--- config.mk ---
export PLATFORM = sky130hd
export DESIGN_NAME = pc_unit_ras
export DESIGN_NICKNAME = d
export VERILOG_FILES = /design/src/rtl/mips_pkg.sv /design/src/rtl/carry_look_ahead.sv /design/src/rtl/ras_stack.sv /design/src/rtl/pc_unit_ras.sv
export SDC_FILE = /design/constraint.sdc
export NUM_CORES = 1
export LEC_CHECK = 0
export CORE_ASPECT_RATIO = 1.2
export CORE_MARGIN = 4
export CORE_UTILIZATION = 40
export DETAILED_ROUTE_END_ITERATION = 8
export SYNTH_ARGS = -nofsm -noshare
export SYNTH_HDL_FRONTEND = slang
export SYNTH_HIERARCHICAL = 1
export SYNTH_SLANG_ARGS = --single-unit
--- constraint.sdc ---
create_clock -name clk -period 25.1 [get_ports clk]
set_input_delay 2.51 -clock clk [delete_from_list [all_inputs] [get_ports clk]]
set_output_delay 2.51 -clock clk [all_outputs]
set_load 0.01 [all_outputs]
--- src/rtl/mips_pkg.sv ---
// Shared definitions for the MIPS program-counter path.
package mips_pkg;

  typedef enum logic [1:0] {
    PCSEL_SEQ = 2'd0,
    PCSEL_BR  = 2'd1,
    PCSEL_J   = 2'd2,
    PCSEL_JR  = 2'd3
  } pc_sel_e;

  localparam int unsigned DefaultN        = 32;
  localparam int unsigned DefaultRasDepth = 4;

  // Branch offset in bytes: sign-extended word offset, shifted left by two.
  // Returned at the widest legal PC width; callers truncate to N.
  function automatic logic [63:0] sext_shl2(input logic [15:0] imm);
    return {{46{imm[15]}}, imm, 2'b00};
  endfunction

endpackage

--- src/rtl/carry_look_ahead.sv ---
// N-bit adder built from generate/propagate terms.
module carry_look_ahead #(
  parameter int unsigned N = 32
) (
  input  logic [N-1:0] a_i,
  input  logic [N-1:0] b_i,
  input  logic         cin_i,
  output logic [N-1:0] sum_o
);

  logic [N-1:0] gen;
  logic [N-1:0] prop;

  // Carry chain expanded from generate/propagate; carry-out is not needed.
  always_comb begin
    logic carry;
    gen   = a_i & b_i;
    prop  = a_i ^ b_i;
    carry = cin_i;
    sum_o = '0;
    for (int i = 0; i < int'(N); i++) begin
      sum_o[i] = prop[i] ^ carry;
      carry    = gen[i] | (prop[i] & carry);
    end
  end

endmodule

--- src/rtl/ras_stack.sv ---
// Circular return-address stack; oldest entry is overwritten on overflow.
module ras_stack
  import mips_pkg::*;
#(
  parameter int unsigned N         = DefaultN,
  parameter int unsigned RAS_DEPTH = DefaultRasDepth
) (
  input  logic         clk_i,
  input  logic         reset_i,
  input  logic         push_i,
  input  logic         pop_i,
  input  logic [N-1:0] push_data_i,
  output logic [N-1:0] top_o,
  output logic         empty_o,
  output logic         full_o,
  output logic         overflow_o
);

  localparam int unsigned PtrW = $clog2(RAS_DEPTH);
  localparam int unsigned CntW = PtrW + 1;
  localparam logic [CntW-1:0] Depth = CntW'(RAS_DEPTH);

  logic [N-1:0]    entries_q [RAS_DEPTH];
  logic [N-1:0]    entries_d [RAS_DEPTH];
  logic [PtrW-1:0] tp_q, tp_d;
  logic [CntW-1:0] cnt_q, cnt_d;
  logic            overflow_q, overflow_d;

  // Push/pop bookkeeping; push+pop on a non-empty stack replaces the top slot.
  always_comb begin
    entries_d  = entries_q;
    tp_d       = tp_q;
    cnt_d      = cnt_q;
    overflow_d = overflow_q;
    if (push_i && pop_i && (cnt_q != '0)) begin
      entries_d[tp_q] = push_data_i;
    end else if (push_i) begin
      tp_d            = tp_q + 1'b1;
      entries_d[tp_d] = push_data_i;
      if (cnt_q != Depth) begin
        cnt_d = cnt_q + 1'b1;
      end else begin
        overflow_d = 1'b1;
      end
    end else if (pop_i && (cnt_q != '0)) begin
      tp_d  = tp_q - 1'b1;
      cnt_d = cnt_q - 1'b1;
    end
  end

  // Stack state registers with synchronous reset.
  always_ff @(posedge clk_i) begin
    if (reset_i) begin
      for (int i = 0; i < int'(RAS_DEPTH); i++) begin
        entries_q[i] <= '0;
      end
      tp_q       <= '0;
      cnt_q      <= '0;
      overflow_q <= 1'b0;
    end else begin
      entries_q  <= entries_d;
      tp_q       <= tp_d;
      cnt_q      <= cnt_d;
      overflow_q <= overflow_d;
    end
  end

  assign top_o      = entries_q[tp_q];
  assign empty_o    = (cnt_q == '0);
  assign full_o     = (cnt_q == Depth);
  assign overflow_o = overflow_q;

endmodule

--- src/rtl/pc_unit_ras.sv ---
// Program-counter unit with next-PC select, stall hold and return-address checking.
module pc_unit_ras
  import mips_pkg::*;
#(
  parameter int unsigned   N            = DefaultN,
  parameter logic [N-1:0]  RESET_VECTOR = '0,
  parameter int unsigned   RAS_DEPTH    = DefaultRasDepth
) (
  input  logic         clk,
  input  logic         reset,
  input  logic         stall,
  input  logic [1:0]   pc_sel,
  input  logic [15:0]  imm,
  input  logic [25:0]  instr_index,
  input  logic [N-1:0] jr_addr,
  input  logic         call,
  input  logic         ret,
  output logic [N-1:0] PC,
  output logic [N-1:0] PCPlus4,
  output logic [N-1:0] PCTarget,
  output logic         ras_empty,
  output logic         ras_full,
  output logic         ras_overflow,
  output logic         ras_mismatch,
  output logic         misalign
);

  logic [N-1:0] pc_q, pc_d;
  logic         ras_mismatch_q, ras_mismatch_d;
  logic         misalign_q, misalign_d;
  logic [N-1:0] br_offset;
  logic [N-1:0] jr_target;
  logic [N-1:0] pc_next;
  logic [N-1:0] ras_top;
  logic         is_jr;
  logic         ras_push;
  logic         ras_pop;

  assign br_offset = N'(sext_shl2(imm));

  carry_look_ahead #(.N(N)) u_plus4 (
    .a_i   (pc_q),
    .b_i   (N'(4)),
    .cin_i (1'b0),
    .sum_o (PCPlus4)
  );

  carry_look_ahead #(.N(N)) u_target (
    .a_i   (PCPlus4),
    .b_i   (br_offset),
    .cin_i (1'b0),
    .sum_o (PCTarget)
  );

  ras_stack #(.N(N), .RAS_DEPTH(RAS_DEPTH)) u_ras (
    .clk_i       (clk),
    .reset_i     (reset),
    .push_i      (ras_push),
    .pop_i       (ras_pop),
    .push_data_i (PCPlus4),
    .top_o       (ras_top),
    .empty_o     (ras_empty),
    .full_o      (ras_full),
    .overflow_o  (ras_overflow)
  );

  // Next-PC select, stall hold and the return/alignment checks.
  always_comb begin
    jr_target = {jr_addr[N-1:2], 2'b00};
    is_jr     = (pc_sel_e'(pc_sel) == PCSEL_JR);
    unique case (pc_sel_e'(pc_sel))
      PCSEL_SEQ: pc_next = PCPlus4;
      PCSEL_BR:  pc_next = PCTarget;
      PCSEL_J:   pc_next = {PCPlus4[N-1:28], instr_index, 2'b00};
      PCSEL_JR:  pc_next = jr_target;
      default:   pc_next = PCPlus4;
    endcase
    // A return flag without a register jump is not a return.
    ras_push       = call & ~stall;
    ras_pop        = ret & is_jr & ~stall;
    pc_d           = stall ? pc_q : pc_next;
    ras_mismatch_d = ras_pop & (ras_empty | (ras_top != jr_target));
    misalign_d     = ~stall & is_jr & (jr_addr[1:0] != 2'b00);
  end

  // PC and one-cycle flag registers.
  always_ff @(posedge clk) begin
    if (reset) begin
      pc_q           <= RESET_VECTOR;
      ras_mismatch_q <= 1'b0;
      misalign_q     <= 1'b0;
    end else begin
      pc_q           <= pc_d;
      ras_mismatch_q <= ras_mismatch_d;
      misalign_q     <= misalign_d;
    end
  end

  assign PC           = pc_q;
  assign ras_mismatch = ras_mismatch_q;
  assign misalign     = misalign_q;

endmodule

==> parameters.txt, run 1 <==
Parameter                              Value

Status
  Status    finished, final reports clean

Worst hold path
  Worst hold path startpoint    u_ras/entries_q[72]$_SDFFE_PP0P_
  Worst min-delay path category    register to register

Layout
  Inserted Diodes    0
  Synth-to-layout area growth    28.1%
  Final cell count without fillers    roughly 1400
  Area used by sequential logic in the layout    roughly 3400 sq um
  Count of filler cells inserted in the layout    approximately 2100
  Layout cell share with drive strength beyond 1    around a tenth
  Post-layout nets    around 1200
  Combined area of the multi-input logic cells    approximately 5700 sq um

Critical path
  Largest fanout on the critical path    2
  WP data arrival    roughly 16 ns
  Delay-heaviest family, CP    adder cells
  Type of the worst setup path    primary input to output pin
  CP most frequent cell    sky130_fd_sc_hd__fa_1
  Master of the slowest instance on the critical path    sky130_fd_sc_hd__clkdlybuf4s50_1
  Reg2reg start    PC[2]$_SDFFE_PP0N_
  Launch point of the worst path    imm[0]
  Slowest stage delay, CP    approximately 0.6 ns
  Data required, critical path    around 23 ns
  Buffers & Inverters on Critical Path    2
  Capturing element type of the critical path    output pin
  Category of the worst setup path launch point    primary input

Routing
  DR DRC count    0
  Routed WL per cell    between 15 and 20 um
  1st-pass router iterations    5
  Number of violations reported at the end of detailed-routing iteration 0    495
  Total wire length    26.5 mm
  Routed vias/inst    between 5 and 6
  Vias    just over 7000
  DRT antenna net count    0

Global route
  Global-route usage over all layers    between 20% and 30%
  Global-route wire length before repair    roughly 42 mm
  Overflow left after global routing    0
  Via count of the first global-routing pass    ~7300
  Pin count of the biggest net entering global routing    100
  Number of antenna violations at the first check in global routing    0

Yosys
  Most instantiated flip-flop cell in the synthesis netlist    sky130_fd_sc_hd__dfxtp_1
  Dominant cells by area after synthesis    sky130_fd_sc_hd__dfxtp_1 (36%), sky130_fd_sc_hd__fa_1 (13%), sky130_fd_sc_hd__mux4_2 (12%)
  Most numerous cell in the Yosys netlist    sky130_fd_sc_hd__nand2_1
  Async SR Flop Fraction    0%
  Syn_area_per_cell    ~10 sq um
  Cell count after synthesis    approximately 900
  Share of the yosys chip area belonging to registers    36.0%
  Number of distinct library cells after synthesis    45
  Post-synth top area cell    sky130_fd_sc_hd__dfxtp_1
  Synth Cell Area    9360 sq um
  Count of flip-flops with a built-in enable after synthesis    0
  Area share of the largest cell type after synthesis    between 30% and 40%
  Number of warning messages in the yosys log    6
  Register bit total from synthesis    roughly 170
  Top cell types by occurrence after synthesis    sky130_fd_sc_hd__nand2_1 (196), sky130_fd_sc_hd__dfxtp_1 (168), sky130_fd_sc_hd__a21oi_1 (105)

Floorplan
  Horizontal die dimension    approximately 150 um
  Effective utilization at floorplan    between 40 and 50%
  Cell row count    61
  Placeable Area    approximately 23000 sq um
  Total I/O pin count    between 150 and 200
  Die extent in y    176 um
  Die area    between 20000 and 30000 sq um

Timing
  Worst-case clock skew    roughly 0.011 ns
  Normalized max-slew margin    between 20% and 30%
  Unrepaired setup endpoints after global routing    no
  Pin slew with the least headroom to its limit    around 1.1 ns
  Min Clock Period, post-route    18.21 ns
  Count of endpoints failing hold in the final timing report    0
  Number of failing setup endpoints in the final timing report    0
  Max Slew Vio Count    0
  Peak Freq    between 0.05 and 0.06 GHz
  Part of the cycle the worst path needs    ~73%
  Setup Total Neg Slack    0 ns

Clocking
  CTS tree    yes
  Total clock sinks    168
  Clock-pin slew on the worst setup and hold paths    roughly 0.07 ns
  Number of gates resized after CTS    0
  Maximum number of buffers from clock root to sink    2
  Worst-skew pair later-pin latency    about 0.43 ns
  Clk root buf    sky130_fd_sc_hd__clkbuf_16
  Number of buffers created by CTS    17
  Number of buffers inserted by post-CTS setup repair    0
  Number of levels in the clock H-tree    4
  Hold buffer count at cts    0

Power and ir drop
  Total power density per cell area    about 84 nW/um^2
  VDD IR max    ~0.000049 V
  P_leak    around 4.5 nW

Place
  Count of input and output buffers    between 150 and 200
  Dpl cells    ~1400
  Half-perimeter wire length after detailed placement    around 18 mm
  Placer Congestion    about 0.77

Job
  Count of max-cap constraint violations    0
logic make-up (layout without fill, tap and decap cells):
family                     count (synthesis)  after routing  share of synthesized area, %
xor gates and xnor gates                  36             36                          3.69
adders and majority gates                 67             67                          14.0
muxes                                    124            124                          21.4
buffers and inverters                     80            238                          4.41
AOI/OAI and AO/OA                        123            123                          7.61
DFF                                      168            168                          36.0
other                                      2             36                        0.0803
and+or+nand+nor                          302            302                          12.8
final cells by class:
cell class | count | area share (%)
Multi-Input combinational cell | 688 | 47.7
Sequential cell | 168 | 28.1
Timing Repair Buffer | 193 | 15.7
Clock buffer | 18 | 3.58
Tap cell | 315 | 3.29
Clock inverter | 14 | 1.18
Inverter | 13 | 0.407
worst reg2reg max path, delay by kind of cell, from the launching register on:
family          cells  cell delay, ns
simple gates        1            0.11
compound gates      2            0.34
fa+ha+maj          30           12.44
xor+xnor            1            0.47
flops               1            0.34
mux                 1            0.09
sequential cells by signal (all words and copies together) (netlist names):
signal / flops
u_ras/tp_q: 2
PC: 32
ras_mismatch: 1
u_ras/entries_q: 128
u_ras/cnt_q: 3
misalign: 1
u_ras/overflow_o: 1
through the flow:
step                      hold slack, ns  instance area [sq um]  util [%]  setup WS [ns]  total power [mW]
after global routing               0.467                  12000      51.8           6.54              1.07
after CTS                          0.453                  12000      51.8           6.81              1.02
final                              0.450                  12000      51.8           6.89              1.01
after floorplan                    0.429                   9480         -           8.64             0.552
after global placement             0.435                  11400      49.3           6.92             0.762
after detailed placement           0.442                  11400      49.3           6.84             0.763
path summary, 6_finish.rpt:
kind                                      end  slack (ns)  cells past startpoint
min          u_ras/entries_q[72]$_SDFFE_PP0P_        0.45                      2
max reg2reg               PC[31]$_SDFFE_PP0N_       11.26                     35
min reg2reg  u_ras/entries_q[72]$_SDFFE_PP0P_        0.45                      2
max                              PCTarget[31]        6.89                     32
cell usage in the layout (no fill, tap or decap), drive strengths merged, types with 2 or more instances in the layout:
| cell | instances |
|---|---|
| a211oi | 4 |
| a21oi | 105 |
| a31oi | 2 |
| a32oi | 2 |
| buf | 16 |
| clkbuf | 18 |
| clkdlybuf4s50 | 177 |
| clkinv | 5 |
| clkinvlp | 3 |
| conb | 36 |
| dfxtp | 168 |
| fa | 63 |
| ha | 4 |
| inv | 18 |
| mux2i | 65 |
| mux4 | 58 |
| nand2 | 196 |
| nand2b | 2 |
| nand3 | 5 |
| nand4 | 7 |
| nor2 | 76 |
| nor2b | 2 |
| nor3 | 5 |
| nor4 | 3 |
| o21ai | 3 |
| xnor2 | 33 |
| xor3 | 2 |
routing by layer:
metal	up-vias	GRT usage (%)	share of wire, %
met5	-	0	0
met4	0	6.25	1.7
met3	33	3.20	4.8
met2	205	34.0	49
met1	3578	28.2	44
li1	3413	-	-
report_power, final:
group | leakage (nW) | switching (mW) | internal [mW] | total [mW]
logic | 2.91 | 0.211 | 0.244 | 0.455
registers | 1.36 | 0.0157 | 0.284 | 0.300
clock network | 0.271 | 0.117 | 0.139 | 0.256
total | 4.55 | 0.344 | 0.668 | 1.01
Note: power is estimated with default switching activity, not from simulation.
==> run 2: changes to the inputs <==
- clock period: 25.1 -> 19.1 ns (I/O delays scaled with it)
==> run 2 against run 1 <==
Non-clock buffer count rose by 1. Combinational power is 31% higher. Cell count about the same. Core utilization barely moved. Sequential share of layout area about the same. First-iteration DRC count fell by 1.2%. Register-to-register slack lost 6.1 ns. Worst hold slack worse by 0.0020 ns. Critical path type unchanged.
==> parameters.txt, run 2 (synthesis results as in run 1) <==
Parameter                              Value

Status
  Status    finished, final reports clean

Clocking
  Number of levels in the clock H-tree    4
  Clock-pin slew on the worst setup and hold paths    about 0.060 ns
  Clk root buf    sky130_fd_sc_hd__clkbuf_16
  Number of buffers inserted by post-CTS setup repair    0
  Number of buffers created by CTS    17
  Total clock sinks    168
  Number of gates resized after CTS    0
  Maximum number of buffers from clock root to sink    2
  CTS tree    yes
  Hold buffer count at cts    0
  Worst-skew pair later-pin latency    0.43 ns

Floorplan
  Horizontal die dimension    148 um
  Placeable Area    23100 sq um
  Die area    approximately 26000 sq um
  Cell row count    between 60 and 70
  Effective utilization at floorplan    40.5%
  Total I/O pin count    between 150 and 200
  Die extent in y    about 180 um

Layout
  Layout cell share with drive strength beyond 1    9.95%
  Largest register by flop count    u_ras/entries_q
  Count of filler cells inserted in the layout    between 2000 and 2500
  Finished Core Util    between 50% and 60%
  Commonest non-fill, non-tap cells in the layout    sky130_fd_sc_hd__nand2_1 (196), sky130_fd_sc_hd__clkdlybuf4s50_1 (177), sky130_fd_sc_hd__dfxtp_1 (167)
  Most common cell after layout, fill and taps aside    sky130_fd_sc_hd__nand2_1
  Largest register FFs    approximately 130
  Post-layout nets    around 1200
  Inserted Diodes    0
  Final cell count without fillers    1410
  Synth-to-layout area growth    28.1%

Global route
  Number of antenna violations at the first check in global routing    0
  Overflow left after global routing    0
  Global-route wire length before repair    ~42 mm
  Via count of the first global-routing pass    around 7400
  Global-route usage over all layers    20.9%
  Pin count of the biggest net entering global routing    86

Place
  Count of input and output buffers    roughly 180
  Worst slack at placement    roughly 2.0 ns
  Half-perimeter wire length after detailed placement    between 15 and 20 mm
  Dpl cells    between 1000 and 1500
  Placer Congestion    about 0.75

Timing
  Minimum setup slack in the final design    between 2 and 2.5 ns
  Worst-case clock skew    between 0.01 and 0.015 ns
  Pin slew with the least headroom to its limit    roughly 1.0 ns
  Peak Freq    around 0.06 GHz
  Part of the cycle the worst path needs    89.3%
  Min Clock Period, post-route    between 15 and 20 ns
  Number of failing setup endpoints in the final timing report    0
  Setup Total Neg Slack    0 ns
  Unrepaired setup endpoints after global routing    no
  Normalized max-slew margin    between 30% and 40%
  Count of endpoints failing hold in the final timing report    0
  Max Slew Vio Count    0

Critical path
  Category of the worst setup path launch point    primary input
  CP most frequent cell    sky130_fd_sc_hd__fa_1
  Largest fanout on the critical path    2
  WP data arrival    15.14 ns
  Delay-heaviest family, CP    adder cells
  Data required, critical path    ~17 ns
  Master of the slowest instance on the critical path    sky130_fd_sc_hd__clkdlybuf4s50_1
  Critical path depth in cells    32
  Buffers & Inverters on Critical Path    2
  Slowest stage delay, CP    about 0.57 ns
  FF-to-FF setup slack    between 5 and 6 ns
  Capturing element type of the critical path    output pin
  Type of the worst setup path    primary input to output pin
  Depth of the most critical reg-to-reg path    35

Routing
  Number of violations reported at the end of detailed-routing iteration 0    between 400 and 500
  1st-pass router iterations    5
  Total wire length    ~27 mm
  DR DRC count    0
  Routed vias/inst    5.16
  Routed WL per cell    ~19 um
  DRT antenna net count    0
  Vias    about 7300

Power and ir drop
  P_leak    4.55 nW
  Total power density per cell area    around 110 nW/um^2
  VDD IR max    0.0000715 V

Worst hold path
  Hold Crit Depth    2
  Worst min-delay path category    register to register

Job
  Count of max-cap constraint violations    0
-- run 2: cell types whose count changed in the layout (fill, tap and decap cells not counted), sizes merged --
cell | previous run | this run
buf | 16 | 17
clkinv | 5 | 4
inv | 18 | 19
-- run 2: power breakdown --
part / switching [mW] / internal (mW)
logic: 0.277 / 0.321
clock network: 0.152 / 0.182
registers: 0.0207 / 0.374
-- run 2: worst paths after layout --
check	from	end
setup reg to reg	PC[2]$_SDFFE_PP0N_	PC[31]$_SDFFE_PP0N_
setup / recovery	imm[0]	PCTarget[31]
hold / removal	u_ras/entries_q[61]$_SDFFE_PP0P_	u_ras/entries_q[61]$_SDFFE_PP0P_
hold reg to reg	u_ras/entries_q[61]$_SDFFE_PP0P_	u_ras/entries_q[61]$_SDFFE_PP0P_
-- run 2: layout make-up --
| class | instances | area (sq um) | area share (%) |
|---|---|---|---|
| clock buffer | 18 | 429 | 3.58 |
| clock inverter | 14 | 135 | 1.13 |
| inverter | 13 | 48.8 | 0.407 |
| multi-input combinational | 688 | 5720 | 47.7 |
| sequential | 168 | 3360 | 28.1 |
| tap | 315 | 394 | 3.29 |
| timing repair buffer | 194 | 1890 | 15.8 |
-- run 2: per-stage QoR --
stage	hold slack (ns)	total power [mW]	cell area, sq um
floorplan	0.429	0.725	9480
global placement	0.435	1.00	11400
detailed placement	0.444	1.00	11400
CTS	0.452	1.34	12000
global route	0.465	1.40	12000
finish	0.448	1.33	12000
-- run 2: worst min-delay path, stage by stage (launching register included) --
cell	delay, ns
sky130_fd_sc_hd__dfxtp_1	0.31
sky130_fd_sc_hd__nand2_1	0.05
sky130_fd_sc_hd__a21oi_1	0.05
-- run 2: metal layers --
layer / vias up / part of all wire, % / track usage (%)
met5: - / 0 / 0
met4: 0 / 1.5 / 5.48
met3: 21 / 4.8 / 3.72
met2: 188 / 50 / 35.4
met1: 3634 / 44 / 27.8
li1: 3427 / - / -
==> run 3: changes to the inputs <==
- clock period: 19.1 -> 18.1 ns (I/O delays scaled with it)
==> run 3 against run 2 <==
Non-clock buffer count unchanged. Clock-buffer cell count up 1. Register-to-register slack worse by 0.96 ns. Largest cell class unchanged. Worst setup slack worse by 0.75 ns. Sequential share of layout area about the same. Clock power up 10%.
==> parameters.txt, run 3 (synthesis results as in run 1) <==
Parameter                              Value

Status
  Status    finished, final reports clean

Clocking
  CTS tree    yes
  Hold buffer count at cts    0
  Worst-skew pair later-pin latency    roughly 0.43 ns
  Maximum number of buffers from clock root to sink    2
  Total clock sinks    168
  Number of gates resized after CTS    0
  Number of buffers inserted by post-CTS setup repair    0
  Clk root buf    sky130_fd_sc_hd__clkbuf_16
  Number of levels in the clock H-tree    4
  Number of buffers created by CTS    17
  Clock-pin slew on the worst setup and hold paths    ~0.06 ns

Layout
  Area used by sequential logic in the layout    approximately 3400 sq um
  Largest register FFs    around 130
  Count of filler cells inserted in the layout    roughly 2100
  Largest register by flop count    u_ras/entries_q
  Inserted Diodes    0
  Layout cell share with drive strength beyond 1    ~10%
  Combined area of the multi-input logic cells    5720 sq um
  Most common cell after layout, fill and taps aside    sky130_fd_sc_hd__nand2_1
  Commonest non-fill, non-tap cells in the layout    sky130_fd_sc_hd__nand2_1 (196), sky130_fd_sc_hd__clkdlybuf4s50_1 (177), sky130_fd_sc_hd__dfxtp_1 (167)
  Synth-to-layout area growth    28.3%
  Post-layout nets    between 1000 and 1500

Critical path
  Slowest stage delay, CP    roughly 0.57 ns
  Reg2reg start    PC[2]$_SDFFE_PP0N_
  Master of the slowest instance on the critical path    sky130_fd_sc_hd__clkdlybuf4s50_1
  Depth of the most critical reg-to-reg path    35
  Crit Reg-Reg Endpoint    PC[31]$_SDFFE_PP0N_
  Category of the worst setup path launch point    primary input
  CP most frequent cell    sky130_fd_sc_hd__fa_1
  WP data arrival    ~15 ns
  Buffers & Inverters on Critical Path    2
  FF-to-FF setup slack    4.25 ns
  Type of the worst setup path    primary input to output pin
  Delay-heaviest family, CP    adder cells
  Largest fanout on the critical path    2
  Capturing element type of the critical path    output pin
  Data required, critical path    16.29 ns

Routing
  Routed vias/inst    ~5.2
  Routed WL per cell    between 15 and 20 um
  Number of violations reported at the end of detailed-routing iteration 0    489
  Total wire length    about 27 mm
  DRT antenna net count    0
  1st-pass router iterations    5
  DR DRC count    0
  Vias    around 7300

Floorplan
  Total I/O pin count    about 180
  Cell row count    61
  Effective utilization at floorplan    roughly two fifths
  Placeable Area    roughly 23000 sq um
  Die extent in y    around 180 um
  Horizontal die dimension    about 150 um
  Die area    25900 sq um

Timing
  Max Slew Vio Count    0
  Part of the cycle the worst path needs    92.8%
  Min Clock Period, post-route    ~17 ns
  Setup Total Neg Slack    0 ns
  Peak Freq    between 0.05 and 0.06 GHz
  Unrepaired setup endpoints after global routing    no
  Normalized max-slew margin    27.3%
  Worst-case clock skew    0.0112 ns
  Pin slew with the least headroom to its limit    1.09 ns
  Number of failing setup endpoints in the final timing report    0
  Count of endpoints failing hold in the final timing report    0

Worst hold path
  Worst min-delay path category    register to register
  Worst hold path startpoint    u_ras/entries_q[74]$_SDFFE_PP0P_
  Worst-case hold path end point    u_ras/entries_q[74]$_SDFFE_PP0P_
  Hold Crit Depth    2

Global route
  Via count of the first global-routing pass    approximately 7500
  Global-route wire length before repair    between 40 and 50 mm
  Number of antenna violations at the first check in global routing    0
  Met3 GRT Util    about 3.7%
  Global-route met1 utilization    between 20% and 30%
  Global-route usage over all layers    between 20% and 30%
  Pin count of the biggest net entering global routing    89
  Overflow left after global routing    0
  Layer carrying the most global-route usage    met2
  Met2 usage    between 30% and 40%

Power and ir drop
  VDD IR max    slightly below 0.00009 V
  P_leak    around 4.6 nW
  Total power density per cell area    between 100 and 150 nW/um^2
  Total power after layout    ~1.4 mW

Job
  Count of max-cap constraint violations    0

Place
  Half-perimeter wire length after detailed placement    18.0 mm
  Placer Congestion    about 0.76
  Count of input and output buffers    between 150 and 200
[run 3: changes by cell type in the layout (fill, tap and decap cells not counted)]
| cell | delta |
|---|---|
| sky130_fd_sc_hd__clkinv_4 | -1 |
| sky130_fd_sc_hd__inv_6 | -1 |
| sky130_fd_sc_hd__bufinv_16 | +1 |
| sky130_fd_sc_hd__clkbuf_8 | +1 |
| sky130_fd_sc_hd__clkinv_2 | -1 |
[run 3: through the flow]
| step | instances | util (%) | hold WS [ns] | setup slack, ns | area [sq um] |
|---|---|---|---|---|---|
| floorplan | 936 | - | 0.429 | 3.04 | 9480 |
| global placement | 1378 | 49.4 | 0.436 | 1.32 | 11400 |
| detailed placement | 1378 | 49.4 | 0.440 | 1.23 | 11400 |
| CTS | 1409 | 51.9 | 0.449 | 1.25 | 12000 |
| global route | 1409 | 51.9 | 0.470 | 1.00 | 12000 |
| finish | 1409 | 51.9 | 0.448 | 1.31 | 12000 |
[run 3: worst max-delay path by stage]
| stage | from | to | slack (ns) | cells past startpoint |
|---|---|---|---|---|
| after global placement | imm[0] | PCTarget[31] | 1.32 | 32 |
| final | imm[0] | PCTarget[31] | 1.31 | 32 |
| after CTS | imm[0] | PCTarget[31] | 1.25 | 32 |
| after global routing | imm[0] | PCTarget[31] | 1.0 | 32 |
| after detailed placement | imm[0] | PCTarget[31] | 1.23 | 32 |
| after floorplan | imm[0] | PCTarget[31] | 3.04 | 30 |
[run 3: report_power, final]
group          leakage, nW  switching [mW]  internal [mW]
registers             1.36          0.0232          0.394
logic                 2.91           0.290          0.338
clock network        0.279           0.160          0.209
total                 4.56           0.472          0.942
[run 3: worst reg2reg max path: cells and delay by family (launching register included)]
kind	cells	cell delay (ns)
AOI/OAI and AO/OA	2	0.32
and+or+nand+nor	1	0.11
muxes	1	0.10
adders and majority gates	30	12.41
xor gates and xnor gates	1	0.49
DFF	1	0.34
[run 3: final cells by class]
class | instances | area share, %
Clock buffer | 19 | 3.69
Timing Repair Buffer | 194 | 15.8
Multi-Input combinational cell | 688 | 47.6
Sequential cell | 168 | 28.0
Tap cell | 315 | 3.28
Clock inverter | 12 | 1.19
Inverter | 13 | 0.407
[run 3: routing by layer]
| layer | wire [um] | vias up |
|---|---|---|
| met2 | 13400 | 219 |
| met5 | 0 | - |
| met4 | 490 | 0 |
| met3 | 1520 | 31 |
| met1 | 11400 | 3616 |
| li1 | - | 3423 |
